[src/rtl/add16_accum_seq_if.sv]
// Operand stream, external ripple-adder hookup and result handshake for add16_accum_seq.
interface add16_accum_seq_if #(
    parameter int CNT_W = 8
);
    logic             in_valid;
    logic             in_ready;
    logic [15:0]      in_data;
    logic             in_sub;
    logic             in_clear;
    logic             in_last;

    logic [15:0]      add_a;
    logic [15:0]      add_b;
    logic             add_cin;
    logic [15:0]      add_sum;
    logic             add_cout;

    logic             out_valid;
    logic             out_ready;
    logic [15:0]      out_sum;
    logic             out_ovf;
    logic [CNT_W-1:0] out_count;

    modport slave (
        input  in_valid, in_data, in_sub, in_clear, in_last,
        input  add_sum, add_cout, out_ready,
        output in_ready, add_a, add_b, add_cin,
        output out_valid, out_sum, out_ovf, out_count
    );

    modport master (
        output in_valid, in_data, in_sub, in_clear, in_last,
        output add_sum, add_cout, out_ready,
        input  in_ready, add_a, add_b, add_cin,
        input  out_valid, out_sum, out_ovf, out_count
    );
endinterface

[src/rtl/add16_accum_seq.sv]
// Sequencer around an external 16-bit ripple adder: holds operands for the settle
// time, accumulates sum/carry and hands the result over a valid/ready handshake.
//
//   state  | meaning
//   IDLE   | ready for an operand
//   SETTLE | adder inputs held while the ripple chain settles
//   DONE   | result presented, waiting for out_ready
module add16_accum_seq #(
    parameter int SETTLE_CYCLES = 2,
    parameter int CNT_W         = 8
) (
    input logic          clk,
    input logic          rst_n,
    add16_accum_seq_if.slave bus
);
    localparam logic [1:0] IDLE   = 2'd0;
    localparam logic [1:0] SETTLE = 2'd1;
    localparam logic [1:0] DONE   = 2'd2;

    localparam logic [3:0]       SETTLE_LOAD = 4'(SETTLE_CYCLES - 1);
    localparam logic [CNT_W-1:0] CNT_MAX     = '1;

    logic [1:0]       state;
    logic [15:0]      acc;
    logic [15:0]      op_reg;
    logic             sub_reg;
    logic             clr_reg;
    logic             last_reg;
    logic             ovf;
    logic [CNT_W-1:0] count;
    logic [3:0]       settle_cnt;

    logic             step_ovf;
    logic [CNT_W-1:0] count_next;

    // Adder is driven purely from registers so its inputs stay frozen during SETTLE.
    assign bus.add_a   = clr_reg ? 16'h0000 : acc;
    assign bus.add_b   = sub_reg ? ~op_reg : op_reg;
    assign bus.add_cin = sub_reg;

    assign bus.in_ready  = (state == IDLE);
    assign bus.out_valid = (state == DONE);
    assign bus.out_sum   = acc;
    assign bus.out_ovf   = ovf;
    assign bus.out_count = count;

    // In subtract mode a missing carry-out means a borrow occurred.
    assign step_ovf   = sub_reg ? ~bus.add_cout : bus.add_cout;
    assign count_next = clr_reg ? CNT_W'(1)
                      : ((count == CNT_MAX) ? count : count + CNT_W'(1));

    always_ff @(posedge clk or negedge rst_n) begin
        if (!rst_n) begin
            state      <= IDLE;
            acc        <= '0;
            op_reg     <= '0;
            sub_reg    <= 1'b0;
            clr_reg    <= 1'b0;
            last_reg   <= 1'b0;
            ovf        <= 1'b0;
            count      <= '0;
            settle_cnt <= '0;
        end else begin
            case (state)
                IDLE: begin
                    if (bus.in_valid) begin
                        op_reg     <= bus.in_data;
                        sub_reg    <= bus.in_sub;
                        clr_reg    <= bus.in_clear;
                        last_reg   <= bus.in_last;
                        settle_cnt <= SETTLE_LOAD;
                        state      <= SETTLE;
                    end
                end
                SETTLE: begin
                    if (settle_cnt == 4'd0) begin
                        acc   <= bus.add_sum;
                        ovf   <= (clr_reg ? 1'b0 : ovf) | step_ovf;
                        count <= count_next;
                        state <= last_reg ? DONE : IDLE;
                    end else begin
                        settle_cnt <= settle_cnt - 4'd1;
                    end
                end
                DONE: begin
                    if (bus.out_ready) begin
                        acc     <= '0;
                        ovf     <= 1'b0;
                        count   <= '0;
                        clr_reg <= 1'b0;
                        state   <= IDLE;
                    end
                end
                default: state <= IDLE;
            endcase
        end
    end
endmodule

[src/flat_wrapper.sv]
// flat-port wrapper written by rule: the top's interface ports become plain ports
module add16_accum_seq_flat 
#(
    parameter int SETTLE_CYCLES = 2,
    parameter int CNT_W         = 8
)
  (clk, rst_n, bus_in_valid, bus_in_data, bus_in_sub, bus_in_clear, bus_in_last, bus_add_sum, bus_add_cout, bus_out_ready, bus_in_ready, bus_add_a, bus_add_b, bus_add_cin, bus_out_valid, bus_out_sum, bus_out_ovf, bus_out_count);
  add16_accum_seq_if #(.CNT_W(CNT_W)) bus_i ();
  input logic clk;
  input logic rst_n;
  input wire logic [$bits(bus_i.in_valid)-1:0] bus_in_valid;
  input wire logic [$bits(bus_i.in_data)-1:0] bus_in_data;
  input wire logic [$bits(bus_i.in_sub)-1:0] bus_in_sub;
  input wire logic [$bits(bus_i.in_clear)-1:0] bus_in_clear;
  input wire logic [$bits(bus_i.in_last)-1:0] bus_in_last;
  input wire logic [$bits(bus_i.add_sum)-1:0] bus_add_sum;
  input wire logic [$bits(bus_i.add_cout)-1:0] bus_add_cout;
  input wire logic [$bits(bus_i.out_ready)-1:0] bus_out_ready;
  output wire logic [$bits(bus_i.in_ready)-1:0] bus_in_ready;
  output wire logic [$bits(bus_i.add_a)-1:0] bus_add_a;
  output wire logic [$bits(bus_i.add_b)-1:0] bus_add_b;
  output wire logic [$bits(bus_i.add_cin)-1:0] bus_add_cin;
  output wire logic [$bits(bus_i.out_valid)-1:0] bus_out_valid;
  output wire logic [$bits(bus_i.out_sum)-1:0] bus_out_sum;
  output wire logic [$bits(bus_i.out_ovf)-1:0] bus_out_ovf;
  output wire logic [$bits(bus_i.out_count)-1:0] bus_out_count;
  assign bus_i.in_valid = bus_in_valid;
  assign bus_i.in_data = bus_in_data;
  assign bus_i.in_sub = bus_in_sub;
  assign bus_i.in_clear = bus_in_clear;
  assign bus_i.in_last = bus_in_last;
  assign bus_i.add_sum = bus_add_sum;
  assign bus_i.add_cout = bus_add_cout;
  assign bus_i.out_ready = bus_out_ready;
  assign bus_in_ready = bus_i.in_ready;
  assign bus_add_a = bus_i.add_a;
  assign bus_add_b = bus_i.add_b;
  assign bus_add_cin = bus_i.add_cin;
  assign bus_out_valid = bus_i.out_valid;
  assign bus_out_sum = bus_i.out_sum;
  assign bus_out_ovf = bus_i.out_ovf;
  assign bus_out_count = bus_i.out_count;
  add16_accum_seq #(.SETTLE_CYCLES(SETTLE_CYCLES), .CNT_W(CNT_W)) u_core (.clk(clk), .rst_n(rst_n), .bus(bus_i));
endmodule
[config.mk]
export PLATFORM = sky130hd
export DESIGN_NAME = add16_accum_seq_flat
export DESIGN_NICKNAME = d
export VERILOG_FILES = /design/src/rtl/add16_accum_seq_if.sv /design/src/rtl/add16_accum_seq.sv /design/src/flat_wrapper.sv
export SDC_FILE = /design/constraint.sdc
export NUM_CORES = 1
export LEC_CHECK = 0
export CORE_UTILIZATION = 67
export CTS_CLUSTER_DIAMETER = 30
export DETAILED_ROUTE_END_ITERATION = 7
export DONT_BUFFER_PORTS = 1
export PLACE_DENSITY = 0.86
export SLEW_MARGIN = 5
export SYNTH_ARGS = -nofsm -noshare
export SYNTH_HDL_FRONTEND = slang
export SYNTH_SLANG_ARGS = --single-unit
[constraint.sdc]
create_clock -name clk -period 3.3 [get_ports clk]
set_clock_uncertainty 0.1 [all_clocks]
set_input_delay 0 -clock clk [delete_from_list [all_inputs] [get_ports clk]]
set_output_delay 0 -clock clk [all_outputs]
set_load 0.02 [all_outputs]
# ---- After elaboration in Yosys (flattened, before gate mapping)
# Index checks and enable logic that the tools add are counted.
dict set report classes {
  add_sub_neg 2
  eq_ne 8
  n_reduce_logical 11
  muxes 25
  bitwise_logic 3
}
# op count
set op_table {}
lappend op_table {{$mux 16} 4}
lappend op_table {{$mux 8} 4}
lappend op_table {{$pmux 16 s2} 1}
lappend op_table {{$not 16->16} 1}
lappend op_table {{$pmux 8 s2} 1}
lappend op_table {{$reduce_and 3->1} 4}
lappend op_table {{$add 8x1->8 const B} 1}
lappend op_table {{$eq 8x8->1 const B} 1}
lappend op_table {{$mux 2} 4}
lappend op_table {{$mux 4} 2}
lappend op_table {{$pmux 4 s2} 1}
lappend op_table {{$ne 2x2->1 const B} 3}
lappend op_table {{$pmux 2 s3} 1}
lappend op_table {{$reduce_bool 2->1} 3}
lappend op_table {{$mux 1} 5}
lappend op_table {{$logic_not 4->1} 1}
lappend op_table {{$pmux 1 s2} 2}
lappend op_table {{$reduce_and 4->1} 1}
lappend op_table {{$sub 4x1->4 const B} 1}
lappend op_table {{$ne 3x2->1 const B} 1}
lappend op_table {{$eq 2x1->1 const B} 1}
lappend op_table {{$eq 2x2->1 const B} 1}
lappend op_table {{$logic_not 2->1} 1}
lappend op_table {{$ne 2x1->1 const B} 1}
lappend op_table {{other kinds (3)} 3}
dict set report word_totals {
  in_bits 40
  register_bits 50
  wordCells 58
  output_inout_bits 60
}

# ---- Longest topological paths before layout
dict set report depth {
  ltp_word 5
  mapped_depth 8
  ltp_nobuf 6
}

# ---- Worst setup path after synthesis
# Ideal clock, no wire load.
dict set report synth_timing {
  path_kind {reg2reg}
  startpoint {register u_core.settle_cnt[0]}
  endpoint {register u_core.count[7] (netlist: u_core.bus.out_count[7])}
  required_ps 3122
  n_path_buf 0
  arrival_ps 1528
  setup_slack_ps 1594
  path_stages_with_launch 7
  cell_sequence {dfrtp_1 -> inv_1 -> ha_1 -> nor3b_2 -> a21oi_2 -> or4_1 -> a21oi_1}
}
dict set report synth_between {
  elab_chain_cells 3
}
# item line
set synth_lines {}
lappend synth_lines {{from (decl)} add16_accum_seq.sv:31} ;# logic [3:0] settle_cnt;
lappend synth_lines {{from (signal assigned)} add16_accum_seq.sv:82} ;# settle_cnt <= settle_cnt - 4'd1;
lappend synth_lines {{$logic_not 4->1} add16_accum_seq.sv:76} ;# if (settle_cnt == 4'd0) begin
lappend synth_lines {{$ne 2x1->1 (no line)} n/a}
lappend synth_lines {{$reduce_and 4->1 (no line)} n/a}
lappend synth_lines {{to (signal assigned)} add16_accum_seq.sv:79} ;# count <= count_next;
lappend synth_lines {{to (decl)} add16_accum_seq.sv:30} ;# logic [CNT_W-1:0] count;
# No other way between the ends.
# A chain may end at the register's enable or synchronous reset.

# ---- Final worst setup path
dict set report layout_timing {
  startpoint {register u_core.state[1]}
  endpoint {register u_core.clr_reg}
}
dict set report layout_between {
  elab_chain_cells 3
}
# item line
set layout_lines {}
lappend layout_lines {{from (decl)} add16_accum_seq.sv:23} ;# logic [1:0] state;
lappend layout_lines {{from (signal assigned)} add16_accum_seq.sv:80} ;# state <= last_reg ? DONE : IDLE;
lappend layout_lines {{$eq 2x2->1 / $logic_not 2->1 (equally long branches)} add16_accum_seq.sv:64} ;# case (state)
lappend layout_lines {{$ne 2x2->1 (no line) / $reduce_bool 2->1 (equally long branches)} n/a}
lappend layout_lines {{$reduce_and 3->1 (no line)} n/a}
lappend layout_lines {{to (signal assigned)} add16_accum_seq.sv:69} ;# clr_reg <= bus.in_clear;
lappend layout_lines {{to (decl)} add16_accum_seq.sv:27} ;# logic clr_reg;
# Several ways; a longest one is shown, not always the timed one.

==> results.toml <==
[floorplanning]
die_x_um = 62.2
design.core.area_um2 = 3420
dieHeight_um = 62.2
io_pins = 100
initial_core_util_pct = 71.1
num_rows = 21
dieArea_um2 = 3870

[routing]
wl_met3_um = 417
wl_met2_um = 3110
m1WireLength_um = 2110
ant_nets = 0
highest_layer = "met4"
drc_errors = 0
drt_wl_total_um = 5730
drtIter0Drc = 164
via_per_inst = 6.09
wl_per_cell_um = 19.2
drtPass1Iterations = 4
via_count = 1821

[synthesis]
syn_avg_cell_area_um2 = 11.4
yosysTopAreaCellShare_pct = 51.5
ys_ff_latch = 50
synth.cell_area_um2 = 2430
yosys_warnings = 0
synth.distinct_cells = 39
yosysSeqAreaShare_pct = 51.5
synth_commonest_cells = "dfrtp_1, mux2_2, xor2_1"
synthArstFlopShare_pct = 100
post-synth-top-count-cell = "dfrtp_1"
netlist_instances = 213
syn_nets = 255
ys_dominant_reg_cell = "dfrtp_1"
yosys.area.top_type = "dfrtp_1"
synth_edf_count = 0
synthTopCellsByArea = "dfrtp_1, mux2_2, xor2_1, a22o_1, nor2b_1"

[cts]
htree_levels = 2
post_cts_buffers = 0
cts_tree = "done"
root_buffer = "clkbuf_4"
clock_sinks = 50
cts.clk_slew.worst_paths_ps = 130
clock_latency_ps = 360
clk_path_buf_depth = 2
cts_buffers = 5

[timing]
fin_tns_setup_ps = 0
layout_setup_ws_ps = 1020
hold-worst-slack_ps = 37.1
max_slew_margin_pct = 30.4
timing.fmax_mhz = 438
post-route-period-util_pct = 69.1
setup_viol = 0
tightestPinTransition_ps = 1040
timing.final.crit_period_ps = 2280
finalMaxSlewViolations = 0
rsz0062_at_grt = "no"
finalHoldViolCount = 0

[pwr]
power.density_nw_per_um2 = 1040
ir_drop_mv = 0.691
power.leakage_nw = 1.29

[grt]
grt_usage_pct = 31.8
grt_pass1_wl_um = 9290
grt_start_max_net_pins = 51
grt_overflow = 0
antenna_found_initial = 0
first_global_vias = 1838

[critical_path]
cp.required_ps = 3500
end_kind = "register"
worstSetupStartpointType = "register"
crit_path_start = "u_core.state[1]$_DFFE_PN0P_"
cp.arrival_ps = 2480
r2r-start = "u_core.state[1]$_DFFE_PN0P_"
worstSetupPathType = "register to register"
worstPathMaxFanout = 8

[min_path]
min_path_type = "input pin to asynchronous set/reset pin"

[place]
dpl.hpwl_um = 3360
place_ws_ps = 1140
portBuffers = 0
dpl_cell_area_um2 = 2440
gp_congestion = 0.838

[finish]
syn2layout_area_growth_pct = 20.9
finalInstanceArea_um2 = 2930
diodes = 0
ff_latch_area_um2 = 1250
multi_input_area_um2 = 1080
fin_nets = 295
drive_above_1_share_pct = 15.4
num-fill-cells = 160

[job]
max_cap_viol_count = 0

[status]
status = "completed"
kinds of logic (layout without fill, tap and decap cells):
kind of cell	after synthesis	after routing	synth area share (%)
AOI/OAI and AO/OA	40	40	11.9
xor gates and xnor gates	19	19	6.86
adders and majority gates	2	2	1.03
buffers and inverters	21	61	4.23
DFF	50	50	51.5
muxes	19	19	8.81
and+or+nand+nor	62	62	15.6
power breakdown:
part | switching, mW | internal [mW]
Combinational | 0.892 | 0.524
Clock | 0.182 | 0.0789
Sequential | 0.491 | 0.877
Total | 1.57 | 1.48
critical path, stage by stage (launching register included):
cell,delay [ps]
dfrtp_1,480
nor3b_2,280
nand2_1,110
dlygate4sd3_1,590
o31ai_1,80
dlygate4sd3_1,590
per-stage QoR:
| step | total power, mW | utilization, % | std cells |
|---|---|---|---|
| 2_1_floorplan | 2.47 | - | 213 |
| 3_3_place_gp | 2.59 | 71.5 | 250 |
| 3_5_place_dp | 2.68 | 71.5 | 250 |
| 4_1_cts | 3.01 | 85.9 | 299 |
| 5_1_grt | 3.22 | 85.9 | 299 |
| 6_report | 3.05 | 85.9 | 299 |
layout make-up:
cell class | instances | share of cell area (%)
Sequential cell | 50 | 42.6
Multi-Input combinational cell | 142 | 36.8
Timing Repair Buffer | 45 | 15.7
Tap cell | 46 | 1.96
Clock buffer | 5 | 1.28
Inverter | 9 | 1.15
Clock inverter | 2 | 0.512
worst paths after layout:
path / end / slack [ps] / depth (start not counted)
hold reg to reg: u_core.state[1]$_DFFE_PN0P_ / 450 / 2
setup / recovery: u_core.clr_reg$_DFFE_PN0P_ / 1020 / 5
max in group asynchronous: u_core.settle_cnt[0]$_DFFE_PN0P_ / 2840 / 2
hold / removal: u_core.bus.out_count[1]$_DFFE_PN0P_ / 40 / 2
setup reg to reg: u_core.clr_reg$_DFFE_PN0P_ / 1020 / 5
min in group clk: u_core.settle_cnt[3]$_DFFE_PN0P_ / 70 / 3
layout by cell type, fill, tap and decap left out, drive strengths merged:
cell / instances
and3: 1
and3b: 1
and2b: 1
nor3b: 2
nand4: 1
buf: 4
or2: 1
or4: 4
a22o: 16
nand2b: 2
dlygate4sd3: 41
nor2b: 17
o2bb2ai: 1
nand4b: 1
and2: 1
a31oi: 1
clkbuf: 5
a21o: 1
a21oi: 5
ha: 2
o21ai: 9
or3b: 1
clkinvlp: 2
xor2: 19
nand3: 7
nor4: 2
dfrtp: 50
nor2: 6
o31ai: 7
inv: 9
nand2: 8
mux2: 19
nor3: 5
and4: 1
per-layer routing:
| metal | global-route usage, % | up-vias |
|---|---|---|
| li1 | - | 829 |
| met1 | 35.2 | 876 |
| met2 | 57.7 | 106 |
| met3 | 9.38 | 10 |
| met4 | 11.3 | 0 |
| met5 | 0 | - |
what timing repair did:
item,4_1_cts,5_1_grt
resized for setup,0,0
hold buffers,42,0
endpoints found under the hold margin,88,0
(Power assumes the default switching activity.)
